### src/rtl/debouncer_botoes_if.sv
// rtl/debouncer_botoes_if.sv - pushbutton/call bus between board, debouncer and elevator controller
//
// Purpose: groups the debouncer's data-side signals so they travel as one port.
// Ports (signals):
//   clock_debounce     divided debounce-rate level (data, not a clock)
//   botoes_n           raw active-low pushbuttons, asynchronous
//   limpar_chamada     per-floor clear of a latched call
//   botoes_estaveis    debounced level, 1 = pressed
//   pulso_pressionado  one-cycle pulse on debounced press
//   chamadas           latched floor calls
// Modports: master = stimulus/controller side, slave = debouncer side.

interface debouncer_botoes_if #(
    parameter int NUM_BOTOES = 4
);
    logic                  clock_debounce;
    logic [NUM_BOTOES-1:0] botoes_n;
    logic [NUM_BOTOES-1:0] limpar_chamada;
    logic [NUM_BOTOES-1:0] botoes_estaveis;
    logic [NUM_BOTOES-1:0] pulso_pressionado;
    logic [NUM_BOTOES-1:0] chamadas;

    modport master (
        output clock_debounce,
        output botoes_n,
        output limpar_chamada,
        input  botoes_estaveis,
        input  pulso_pressionado,
        input  chamadas
    );

    modport slave (
        input  clock_debounce,
        input  botoes_n,
        input  limpar_chamada,
        output botoes_estaveis,
        output pulso_pressionado,
        output chamadas
    );
endinterface

### src/rtl/debouncer_botoes.sv
// rtl/debouncer_botoes.sv - floor-call pushbutton debouncer with press pulse and call latch
//
// Purpose: synchronizes raw active-low buttons, debounces them on ticks derived
// from the divider's debounce-rate level, pulses once per debounced press and
// holds the resulting floor call until the controller clears it.
// Ports:
//   clock  system clock, all state on rising edge
//   reset  asynchronous active-low reset
//   bus    debouncer_botoes_if.slave (clock_debounce, botoes_n, limpar_chamada in;
//          botoes_estaveis, pulso_pressionado, chamadas out)

module debouncer_botoes #(
    parameter int NUM_BOTOES = 4,
    parameter int AMOSTRAS   = 4
) (
    input  logic                clock,
    input  logic                reset,
    debouncer_botoes_if.slave   bus
);
    localparam int CNT_W = (AMOSTRAS > 1) ? $clog2(AMOSTRAS) : 1;
    localparam logic [CNT_W-1:0] CNT_MAX = CNT_W'(AMOSTRAS - 1);

    logic [1:0]            tick_sync_q;
    logic                  tick_ant_q;
    logic                  tick;
    logic [NUM_BOTOES-1:0] btn_sync1_q;
    logic [NUM_BOTOES-1:0] btn_sync2_q;
    logic [NUM_BOTOES-1:0] amostra;

    logic [CNT_W-1:0]      cnt_q [NUM_BOTOES];
    logic [CNT_W-1:0]      cnt_d [NUM_BOTOES];
    logic [NUM_BOTOES-1:0] estaveis_q, estaveis_d;
    logic [NUM_BOTOES-1:0] pulso_q, pulso_d;
    logic [NUM_BOTOES-1:0] chamadas_q, chamadas_d;

    // Button synchronizers reset to "released" so leaving reset never looks
    // like a press.
    always_ff @(posedge clock or negedge reset) begin
        if (!reset) begin
            tick_sync_q <= '0;
            tick_ant_q  <= 1'b0;
            btn_sync1_q <= '1;
            btn_sync2_q <= '1;
            estaveis_q  <= '0;
            pulso_q     <= '0;
            chamadas_q  <= '0;
            for (int i = 0; i < NUM_BOTOES; i++) begin
                cnt_q[i] <= '0;
            end
        end else begin
            tick_sync_q <= {tick_sync_q[0], bus.clock_debounce};
            tick_ant_q  <= tick_sync_q[1];
            btn_sync1_q <= bus.botoes_n;
            btn_sync2_q <= btn_sync1_q;
            estaveis_q  <= estaveis_d;
            pulso_q     <= pulso_d;
            chamadas_q  <= chamadas_d;
            for (int i = 0; i < NUM_BOTOES; i++) begin
                cnt_q[i] <= cnt_d[i];
            end
        end
    end

    always_comb begin
        tick       = tick_sync_q[1] & ~tick_ant_q;
        amostra    = ~btn_sync2_q;
        estaveis_d = estaveis_q;
        for (int i = 0; i < NUM_BOTOES; i++) begin
            cnt_d[i] = cnt_q[i];
        end

        // A stable level flips only after AMOSTRAS consecutive disagreeing
        // ticks; any agreeing tick restarts the run.
        if (tick) begin
            for (int i = 0; i < NUM_BOTOES; i++) begin
                if (amostra[i] == estaveis_q[i]) begin
                    cnt_d[i] = '0;
                end else if (cnt_q[i] == CNT_MAX) begin
                    estaveis_d[i] = ~estaveis_q[i];
                    cnt_d[i]      = '0;
                end else begin
                    cnt_d[i] = cnt_q[i] + CNT_W'(1);
                end
            end
        end

        // Pulse lands on the same edge as the 0->1 stable flip.
        pulso_d = estaveis_d & ~estaveis_q;

        // Set has priority over clear so a press coinciding with a clear is kept.
        chamadas_d = (chamadas_q & ~bus.limpar_chamada) | pulso_q;
    end

    assign bus.botoes_estaveis   = estaveis_q;
    assign bus.pulso_pressionado = pulso_q;
    assign bus.chamadas          = chamadas_q;

endmodule

### src/flat_wrapper.sv
// flat-port wrapper written by rule: the top's interface ports become plain ports
module debouncer_botoes_flat 
#(
    parameter int NUM_BOTOES = 4,
    parameter int AMOSTRAS   = 4
)
  (clock, reset, bus_clock_debounce, bus_botoes_n, bus_limpar_chamada, bus_botoes_estaveis, bus_pulso_pressionado, bus_chamadas);
  debouncer_botoes_if #(.NUM_BOTOES(NUM_BOTOES)) bus_i ();
  input  logic clock;
  input  logic reset;
  input wire logic [$bits(bus_i.clock_debounce)-1:0] bus_clock_debounce;
  input wire logic [$bits(bus_i.botoes_n)-1:0] bus_botoes_n;
  input wire logic [$bits(bus_i.limpar_chamada)-1:0] bus_limpar_chamada;
  output wire logic [$bits(bus_i.botoes_estaveis)-1:0] bus_botoes_estaveis;
  output wire logic [$bits(bus_i.pulso_pressionado)-1:0] bus_pulso_pressionado;
  output wire logic [$bits(bus_i.chamadas)-1:0] bus_chamadas;
  assign bus_i.clock_debounce = bus_clock_debounce;
  assign bus_i.botoes_n = bus_botoes_n;
  assign bus_i.limpar_chamada = bus_limpar_chamada;
  assign bus_botoes_estaveis = bus_i.botoes_estaveis;
  assign bus_pulso_pressionado = bus_i.pulso_pressionado;
  assign bus_chamadas = bus_i.chamadas;
  debouncer_botoes #(.NUM_BOTOES(NUM_BOTOES), .AMOSTRAS(AMOSTRAS)) u_core (.clock(clock), .reset(reset), .bus(bus_i));
endmodule
### config.mk
export PLATFORM = sky130hd
export DESIGN_NAME = debouncer_botoes_flat
export DESIGN_NICKNAME = d
export VERILOG_FILES = /design/src/rtl/debouncer_botoes_if.sv /design/src/rtl/debouncer_botoes.sv /design/src/flat_wrapper.sv
export SDC_FILE = /design/constraint.sdc
export NUM_CORES = 1
export LEC_CHECK = 0
export BUFFER_PORTS_ARGS = -buffer_cell sky130_fd_sc_hd__buf_4
export CORE_MARGIN = 1
export CORE_UTILIZATION = 56
export DETAILED_ROUTE_END_ITERATION = 10
export GPL_TIMING_DRIVEN = 0
export PLACE_DENSITY = 0.79
export SETUP_SLACK_MARGIN = 0.15
export SYNTH_ARGS = -nofsm -noshare
export SYNTH_HDL_FRONTEND = slang
export SYNTH_SLANG_ARGS = --single-unit
### constraint.sdc
create_clock -name clock -period 4.1 [get_ports clock]
set_clock_uncertainty 0.1 [all_clocks]
set_input_delay 0.41 -clock clock [delete_from_list [all_inputs] [get_ports clock]]
set_output_delay 0.41 -clock clock [all_outputs]
set_load 0.02 [all_outputs]
==> results of run 1 <==
-- kinds of logic after synthesis --
group / share of synthesized area
DFF: 0.657
and+or+nand+nor: 0.108
AOI/OAI and AO/OA: 0.0889
buffers and inverters: 0.0418
xor gates and xnor gates: 0.0293
muxes: 0.0335
adders and majority gates: 0.0418
-- flip-flops by register name, summed over array words and instances (netlist names) --
register,cells
u_core.btn_sync1_q,4
u_core.btn_sync2_q,4
u_core.bus.botoes_estaveis,4
u_core.bus.chamadas,4
u_core.bus.pulso_pressionado,4
u_core.cnt_q,8
u_core.tick_ant_q,1
u_core.tick_sync_q,2
-- metrics by stage --
stage	power [mW]	hold WS [ns]	setup WS, ns	utilization	instance area [sq um]
after floorplan	0.521	0.0144	2.71	-	1200
after global placement	0.579	0.234	2.68	0.704	1400
after detailed placement	0.592	0.246	2.65	0.704	1400
after CTS	0.758	0.0709	2.64	0.734	1460
after global routing	0.797	0.0591	2.60	0.734	1460
final	0.746	0.0879	2.65	0.734	1460
-- cell type report --
cell class | count | share of cell area
sequential | 31 | 0.540
multi-input combinational | 41 | 0.248
timing repair buffer | 23 | 0.120
clock buffer | 7 | 0.0310
tap | 27 | 0.0232
inverter | 8 | 0.0206
buffer | 3 | 0.0138
clock inverter | 1 | 0.00344
-- layer usage --
| layer | vias to the layer above | wire (um) | track usage |
|---|---|---|---|
| met2 | 19 | 851 | 0.253 |
| met4 | 0 | 32 | 0.117 |
| li1 | 355 | - | - |
| met5 | - | 0 | 0 |
| met1 | 348 | 753 | 0.234 |
| met3 | 5 | 90 | 0.0667 |
-- worst max-delay path by stage --
stage | slack [ns] | endpoint | startpoint
6_report | 2.65 | u_core.cnt_q[6] | u_core.cnt_q[6]
5_1_grt | 2.60 | u_core.cnt_q[6] | u_core.cnt_q[6]
3_5_place_dp | 2.65 | u_core.cnt_q[2] | u_core.cnt_q[2]
2_1_floorplan | 2.71 | u_core.cnt_q[6] | u_core.cnt_q[6]
3_3_place_gp | 2.68 | u_core.cnt_q[6] | u_core.cnt_q[6]
4_1_cts | 2.64 | u_core.cnt_q[6] | u_core.cnt_q[6]
-- worst reg2reg max path: stages (launching register included) --
cell,delay [ns]
dfrtp_1,0.41
ha_1,0.21
or4b_1,0.53
o2bb2ai_2,0.13
-- timing repair --
item	4_1_cts	5_1_grt
endpoints found under the setup margin	0	0
hold buffers	1	0
endpoints found under the hold margin	23	0
-- layout by cell type, fill, tap and decap left out --
cell	Yosys	final
inv_1	8	8
or4b_1	3	3
xnor2_1	1	1
and3b_2	1	1
o2bb2ai_2	1	1
mux2i_1	4	4
dlygate4sd3_1	0	1
buf_6	1	1
clkinv_2	0	1
a22o_1	2	2
or2b_1	1	1
xor2_1	3	3
clkbuf_4	0	5
nor4b_1	1	1
dfrtp_1	23	23
buf_4	0	22
clkbuf_2	1	1
ha_1	4	4
nor3_1	4	4
o2bb2ai_1	5	5
dfstp_2	8	8
nand3b_1	7	7
a21o_1	4	4
clkbuf_1	1	3
-- power groups by stage --
stage | clock, mW | sequential [mW] | combinational [mW]
finish | 0.159 | 0.408 | 0.179
global route | 0.179 | 0.419 | 0.199
CTS | 0.168 | 0.410 | 0.181
detailed placement | 0 | 0.414 | 0.179
global placement | 0 | 0.410 | 0.170
floorplan | 0 | 0.432 | 0.0892
==> impl_metrics.tcl, run 1 <==
set metrics [dict create \
    drcViolationCount 0 \
    yosys_warnings 0 \
    io_pins 23 \
    seqPwrFrac 0.547 \
    reg2reg_slack_ns 2.65 \
    post_cts_resized 0 \
    worst_pin_slew_ns 0.406 \
    globalRouteOverflowTotal 0 \
    synth_top_cell_by_area "dfrtp_1" \
    sw_frac_of_total 0.304 \
    num_rows 16 \
    fill_cells 138 \
    clkPwrFrac 0.213 \
    cp-start-kind "flip-flop" \
    die_area_sq_um 2320 \
    hold_path.startpoint "bus_botoes_n[3]" \
    vdd_drop_max_v 0.000350 \
    yosys-top-cells-area "dfrtp_1, dfstp_2, nand3b_1" \
    required_ns 4.25 \
    worstSetupPathType "flip-flop to flip-flop" \
    port-buffer-count 22 \
    crit_family "simple AND/OR/NAND/NOR gates" \
    grt_pass1_wl_mm 2.70 \
    p_comb_frac 0.240 \
    placed_cells 132 \
    final_nets 128 \
    htree_levels 2 \
    cp.depth 3 \
    cts.sinks 31 \
    maxCapViolations 0 \
    fin_cells 141 \
    relSlewSlack 0.729 \
    ys_seq_area_frac 0.657 \
    antenna_left 0 \
    postSynthCellCount 83 \
    synth_seq_cells 31 \
    viasPerCell 5.16 \
    clk_pin_slew_ns 0.09 \
    setup_viol 0 \
    post_cts_buffers 0 \
    slowest_stage "or4b_1" \
    cp.arrival_ns 1.60 \
    synth_nets 98 \
    place_congestion 0.714 \
    regArea_sq_um 786 \
    net-switching-power_mw 0.227 \
    grt_usage 0.180 \
    synth-edff-count 0 \
    whs_path_depth 1 \
    start_util 0.604 \
    hp-class "input port to flip-flop" \
    rr_worst_depth 3 \
    fp.dieH_um 48.2 \
    hpwl_mm 1.20 \
    numCtsBuffers 5 \
    grt_pass1_vias 624 \
    drt-total-wl_mm 1.73 \
    core-area_sq_um 1980 \
    p_int_mw 0.520 \
    rsz0062_at_grt "false" \
    ys_types 20 \
    antenna-diode-count 0 \
    finalSetupTns_ns 0 \
    slowest_delay_ns 0.53 \
    synth.most_common_cell "dfrtp_1" \
    antenna_found_initial 0 \
    hold_viol 0 \
    min_period_ns 1.45 \
    worstSetupEndpointType "flip-flop" \
    timing.final.crit_share 0.355 \
    multiInputGateArea_sq_um 360 \
    outcome "finished clean" \
    slew_viol_final 0 \
    p_leak_nw 0.768 \
    yosysTopAreaCellShare 0.481 \
    hold-path-endpoint "u_core.btn_sync1_q[3]" \
    netlist_top_cells_count "dfrtp_1, dfstp_2, inv_1" \
    reg2reg_from "u_core.cnt_q[6]" \
    r2r-end "u_core.cnt_q[6]" \
    drive_above_1_share 0.351 \
    cp_num_buf_inv 0 \
    p_per_area_nw_per_um2 513 \
    syn_avg_cell_area_sq_um 14.4 \
    drtIter0Drc 5 \
    synth_flop_cell "dfrtp_1" \
    routed-via-count 727 \
    ctsLongestPathBuffers 2 \
    cts_tree "built" \
    drt_first_pass_iters 3 \
    syn2layout_area_growth_pct 21.7 \
    async_flop_share 1.00 \
    insertion_delay_ns 0.32 \
    clockRootBuffer "clkbuf_4" \
    synth_area_sq_um 1200 \
    cp_max_fo 3 \
    grt_max_degree 32 \
    die_x_um 48.2 \
    worstPathCellList "ha_1, or4b_1, o2bb2ai_2" \
    wl_per_cell_um 12.2 \
    fmax_ghz 0.688 \
]
Power figures use the tool's default switching activity.
==> inputs of run 2 (changes only) <==
--- a/config.mk
+++ b/config.mk
@@ -5,12 +5,13 @@
 export SDC_FILE = /design/constraint.sdc
 export NUM_CORES = 1
 export LEC_CHECK = 0
+export ABC_AREA = 1
 export BUFFER_PORTS_ARGS = -buffer_cell sky130_fd_sc_hd__buf_4
 export CORE_MARGIN = 1
-export CORE_UTILIZATION = 56
+export CORE_UTILIZATION = 48
 export DETAILED_ROUTE_END_ITERATION = 10
 export GPL_TIMING_DRIVEN = 0
-export PLACE_DENSITY = 0.79
+export PLACE_DENSITY = 0.71
 export SETUP_SLACK_MARGIN = 0.15
 export SYNTH_ARGS = -nofsm -noshare
 export SYNTH_HDL_FRONTEND = slang
==> constraint.sdc (replaced) <==
create_clock -name clock -period 1.3 [get_ports clock]
set_clock_uncertainty 0.1 [all_clocks]
set_input_delay 0.13 -clock clock [delete_from_list [all_inputs] [get_ports clock]]
set_output_delay 0.13 -clock clock [all_outputs]
set_load 0.02 [all_outputs]
==> run 2 against run 1 <==
  * Flip-flop and latch count did not move
  * Via count rose by 35%
  * Design area grew 17%
  * Count of clock-buffer cells in the layout did not move
  * Critical path depth fell by 2
  * Die area rose by 22%
  * Final cell count is 52% higher
  * Synthesized cell count grew 64%
  * Highest routed layer unchanged
==> impl_metrics.tcl, run 2 <==
set metrics [dict create \
    outcome "finished clean" \
    p_int_mw 1.77 \
    cp_max_fo 2 \
    cp_num_buf_inv 1 \
    core-area_sq_um 2480 \
    synthAdderAreaFrac 0.0396 \
    layout_common_cells "nand2_1, buf_4, inv_1" \
    syn_avg_cell_area_sq_um 9.28 \
    antenna-diode-count 0 \
    crit_family "flip-flops" \
    dpl_cell_area_sq_um 1470 \
    die_x_um 53.3 \
    async_flop_share 1.00 \
    slowest_stage "dfrtp_1" \
    num_rows 18 \
    routed-via-count 984 \
    ys_types 13 \
    clkPwrFrac 0.201 \
    largest_register "u_core.cnt_q" \
    seqPwrFrac 0.477 \
    cp.depth 1 \
    syn2layout_area_growth_pct 34.8 \
    layout_commonest_cell "nand2_1" \
    numCtsBuffers 5 \
    synth_seq_cells 31 \
    insertion_delay_ns 0.33 \
    worstSetupEndpointType "primary output" \
    cts.sinks 31 \
    clockRootBuffer "clkbuf_4" \
    drive_above_1_share 0.293 \
    fmax_ghz 0.896 \
    fp.dieH_um 53.3 \
    htree_levels 2 \
    ctsLongestPathBuffers 2 \
    worstPathCellList "buf_6" \
    globalRouteOverflowTotal 0 \
    hold_viol 0 \
    cp.arrival_ns 0.89 \
    p_leak_nw 0.928 \
    rsz0062_at_grt "true" \
    slowest_delay_ns 0.41 \
    final_nets 198 \
    synth_compound_gate_area_share 0.0238 \
    vdd_drop_max_v 0.00108 \
    place_congestion 0.714 \
    grt_max_degree 32 \
    synth_flop_cell "dfrtp_1" \
    io_pins 23 \
    drcViolationCount 0 \
    setup_viol 0 \
    synth_top_cell_by_area "dfrtp_1" \
    min_period_ns 1.12 \
    drt-total-wl_mm 2.32 \
    setup_ws_ns 0.184 \
    viasPerCell 4.60 \
    worstSetupPathType "flip-flop to primary output" \
    p_per_area_nw_per_um2 1550 \
    hp-class "input port to async pin" \
    drt_first_pass_iters 4 \
    hpwl_mm 1.45 \
    start_util 0.510 \
    design_area_sq_um 1700 \
    synth.most_common_cell "nand2_1" \
    synthXorXnorAreaFrac 0 \
    net-switching-power_mw 0.870 \
    ys_seq_area_frac 0.622 \
    slew_viol_final 0 \
    required_ns 1.07 \
    wl_per_cell_um 10.9 \
    relSlewSlack 0.743 \
    cts_tree "built" \
    synth_top_family_by_area "simple AND/OR/NAND/NOR gates" \
    maxCapViolations 0 \
    port-buffer-count 22 \
    clk_pin_slew_ns 0.10 \
    place_ws_ns 0.190 \
    grt_usage 0.193 \
    grt_pass1_vias 921 \
    cp-start-kind "flip-flop" \
    synth-simple-area-share 0.228 \
    finalSetupTns_ns 0 \
    synth_area_sq_um 1260 \
    antenna_left 0 \
    placed_cells 188 \
    fill_cells 188 \
    die_area_sq_um 2840 \
    sw_frac_of_total 0.330 \
    fin_cells 214 \
    synth-edff-count 0 \
    synth_nets 151 \
    yosysTopAreaCellShare 0.456 \
    antenna_found_initial 0 \
    p_comb_frac 0.322 \
    rr_worst_depth 5 \
    postSynthCellCount 136 \
    drtIter0Drc 15 \
    yosys-top-cells-area "dfrtp_1, dfstp_2, nand2_1" \
    timing.hold.ws_ns 0.162 \
    netlist_top_cells_count "nand2_1, inv_1, dfrtp_1" \
    muxShareOfSynthArea 0 \
    worst_pin_slew_ns 0.385 \
    yosys_warnings 0 \
    grt_pass1_wl_mm 3.58 \
    timing.final.crit_share 0.858 \
    largest_reg_flops 8 \
]
run 2: metal layers:
metal	GRT usage	vias to the layer above	wire length [um]
met1	0.190	462	929
li1	-	490	-
met2	0.325	23	1240
met3	0.0690	9	86
met4	0.145	0	68
met5	0	-	0
run 2: metrics by stage:
stage | power, mW | utilization
2_1_floorplan | 1.71 | -
3_3_place_gp | 1.89 | 0.591
3_5_place_dp | 1.94 | 0.591
4_1_cts | 2.57 | 0.663
5_1_grt | 2.83 | 0.687
6_report | 2.64 | 0.687
run 2: layout make-up:
type	instances	area, sq um	share of cell area
Sequential cell	31	786	0.462
Multi-Input combinational cell	78	375	0.221
Timing Repair Buffer	40	344	0.202
Clock inverter	1	5.00	0.00294
Buffer	1	11.3	0.00662
Tap cell	30	37.5	0.0221
Inverter	26	97.6	0.0574
Clock buffer	7	45.0	0.0265
run 2: worst paths after layout:
check,start,endpoint,slack (ns)
worst max-delay path,u_core.bus.botoes_estaveis[1],bus_botoes_estaveis[1],0.18
worst min-delay path,reset,u_core.bus.chamadas[1],0.16
worst max register to register,u_core.tick_sync_q[1],u_core.bus.botoes_estaveis[0],0.19
worst min register to register,u_core.tick_sync_q[0],u_core.tick_sync_q[1],0.25
max in group asynchronous,reset,u_core.btn_sync1_q[1],0.61
min in group clock,u_core.tick_sync_q[0],u_core.tick_sync_q[1],0.25
run 2: power groups by stage:
stage	clock (mW)	sequential [mW]	combinational [mW]
2_1_floorplan	0	1.33	0.378
3_3_place_gp	0	1.28	0.611
3_5_place_dp	0	1.29	0.653
4_1_cts	0.554	1.26	0.754
5_1_grt	0.585	1.28	0.966
6_report	0.529	1.26	0.849
run 2: logic make-up (layout without fill, tap and decap cells):
family                     Yosys count  after routing
and+or+nand+nor                     70             70
buffers and inverters               27             75
AOI/OAI and AO/OA                    4              4
DFF                                 31             31
adders and majority gates            4              4
run 2: what timing repair did:
item                                   CTS  global route
hold buffers                            10             0
pin swaps                                0             1
resized for setup                        1             7
endpoints found under the hold margin   40             0
setup endpoints to repair                4            18
setup buffers                            3             5
==> inputs of run 3 (changes only) <==
--- a/config.mk
+++ b/config.mk
@@ -5,13 +5,13 @@
 export SDC_FILE = /design/constraint.sdc
 export NUM_CORES = 1
 export LEC_CHECK = 0
-export ABC_AREA = 1
+export ABC_AREA = 0
 export BUFFER_PORTS_ARGS = -buffer_cell sky130_fd_sc_hd__buf_4
 export CORE_MARGIN = 1
-export CORE_UTILIZATION = 48
+export CORE_UTILIZATION = 35
 export DETAILED_ROUTE_END_ITERATION = 10
 export GPL_TIMING_DRIVEN = 0
-export PLACE_DENSITY = 0.71
+export PLACE_DENSITY = 0.55
 export SETUP_SLACK_MARGIN = 0.15
 export SYNTH_ARGS = -nofsm -noshare
 export SYNTH_HDL_FRONTEND = slang
==> run 3 against run 2 <==
  * The flow now finishes with violations (setup timing)
  * Final cell count fell by 17%
  * First-iteration DRC count decreased by 6.7%
  * Non-clock buffer count is 4 higher
  * Critical path type is now flip-flop to flip-flop
  * Critical endpoint is now u_core.cnt_q[0]
==> impl_metrics.tcl, run 3 (synthesis gave the netlist of run 1 again) <==
set metrics [dict create \
    outcome "finished with violations" \
    violations "setup timing" \
    p_int_mw 1.85 \
    final_nets 147 \
    ctsLongestPathBuffers 2 \
    core-area_sq_um 3150 \
    wl_per_cell_um 12.6 \
    largest_register "u_core.cnt_q" \
    cp-start-kind "flip-flop" \
    required_ns 1.45 \
    setup_viol 5 \
    drt_first_pass_iters 2 \
    clk_pin_slew_ns 0.09 \
    routed-via-count 811 \
    num_rows 20 \
    vdd_drop_max_v 0.000694 \
    min_period_ns 1.37 \
    worstSetupEndpointType "flip-flop" \
    layout_commonest_cell "buf_4" \
    seqPwrFrac 0.481 \
    clockRootBuffer "clkbuf_4" \
    slew_viol_final 0 \
    syn2layout_area_growth_pct 46.3 \
    finalSetupTns_ns -0.215 \
    antenna_left 0 \
    grt_usage 0.139 \
    fmax_ghz 0.727 \
    worst_pin_slew_ns 0.388 \
    io_pins 23 \
    cts_tree "built" \
    place_congestion 0.681 \
    drtIter0Drc 14 \
    grt_max_degree 32 \
    antenna_found_initial 0 \
    rsz0062_at_grt "true" \
    globalRouteOverflowTotal 0 \
    relSlewSlack 0.742 \
    timing.hold.ws_ns 0.167 \
    p_comb_frac 0.328 \
    maxCapViolations 0 \
    drcViolationCount 0 \
    largest_reg_flops 8 \
    viasPerCell 4.58 \
    clkPwrFrac 0.192 \
    hp-class "input port to async pin" \
    htree_levels 2 \
    die_area_sq_um 3660 \
    die_x_um 60.5 \
    cts.sinks 31 \
    net-switching-power_mw 0.817 \
    worstSetupPathType "flip-flop to flip-flop" \
    timing.final.crit_share 1.06 \
    setup_ws_ns -0.0749 \
    drt-total-wl_mm 2.23 \
    cp_max_fo 2 \
    grt_pass1_wl_mm 3.47 \
    grt_pass1_vias 801 \
    cp.arrival_ns 1.53 \
    port-buffer-count 22 \
    fp.dieH_um 60.5 \
    numCtsBuffers 5 \
    p_per_area_nw_per_um2 1520 \
    antenna-diode-count 0 \
    start_util 0.379 \
    hold_viol 0 \
    p_leak_nw 0.880 \
    drive_above_1_share 0.504 \
    layout_common_cells "buf_4, dfrtp_1, dlygate4sd3_1" \
    rr_worst_depth 3 \
    hpwl_mm 1.27 \
    sw_frac_of_total 0.307 \
    insertion_delay_ns 0.32 \
]
==> run 3: area by class of cell <==
cell class | instances | area [sq um]
fillers | 269 | 1400
multi-input cells | 41 | 427
repair buffers | 42 | 360
inverters | 8 | 30.0
clock inverters | 1 | 5.00
plain buffers | 3 | 40.0
clock buffers | 7 | 45.0
well taps | 44 | 55.1
flip-flops and latches | 31 | 788
==> run 3: power by group through the flow <==
stage / Clock (mW) / Combinational [mW] / Sequential [mW]
2_1_floorplan: 0 / 0.289 / 1.36
3_3_place_gp: 0 / 0.543 / 1.30
3_5_place_dp: 0 / 0.576 / 1.31
4_1_cts: 0.548 / 0.776 / 1.27
5_1_grt: 0.589 / 0.955 / 1.30
6_report: 0.511 / 0.872 / 1.28
==> run 3: metrics by stage <==
| stage | area (sq um) | instances | total power, mW | util | setup slack [ns] |
|---|---|---|---|---|---|
| global placement | 1430 | 149 | 1.84 | 0.455 | -0.0879 |
| global route | 1750 | 177 | 2.85 | 0.555 | -0.105 |
| detailed placement | 1430 | 149 | 1.88 | 0.455 | -0.154 |
| finish | 1750 | 177 | 2.66 | 0.555 | -0.0749 |
| CTS | 1680 | 174 | 2.59 | 0.533 | -0.0688 |
| floorplan | 1210 | 83 | 1.65 | - | -0.0145 |
==> run 3: critical path, stage by stage, from the launching register on <==
cell	delay (ns)
dfrtp_1	0.41
ha_2	0.20
or4b_4	0.48
o2bb2ai_2	0.13
==> run 3: path summary, 6_finish.rpt <==
check                      slack [ns]                     end                   from
max                             -0.07         u_core.cnt_q[0]        u_core.cnt_q[1]
min                              0.17  u_core.bus.chamadas[3]                  reset
max reg2reg                     -0.07         u_core.cnt_q[0]        u_core.cnt_q[1]
min reg2reg                      0.26   u_core.btn_sync2_q[3]  u_core.btn_sync1_q[3]
max in group asynchronous        0.61   u_core.btn_sync1_q[2]                  reset
min in group clock               0.26   u_core.btn_sync2_q[3]  u_core.btn_sync1_q[3]
==> run 3: routing by layer <==
metal / GRT usage / part of all wire / vias up / wire length [um]
li1: - / - / 390 / -
met1: 0.145 / 0.42 / 399 / 935
met2: 0.229 / 0.53 / 20 / 1180
met3: 0.0704 / 0.045 / 2 / 100
met4: 0.0779 / 0.0085 / 0 / 19
met5: 0 / 0 / - / 0
==> run 3: what timing repair did <==
item | 4_1_cts | 5_1_grt
endpoints found under the hold margin | 40 | 0
hold buffers | 10 | 0
gates resized for setup | 9 | 13
gates cloned | 0 | 1
pin swaps | 5 | 2
buffers inserted | 7 | 2
endpoints found under the setup margin | 19 | 20
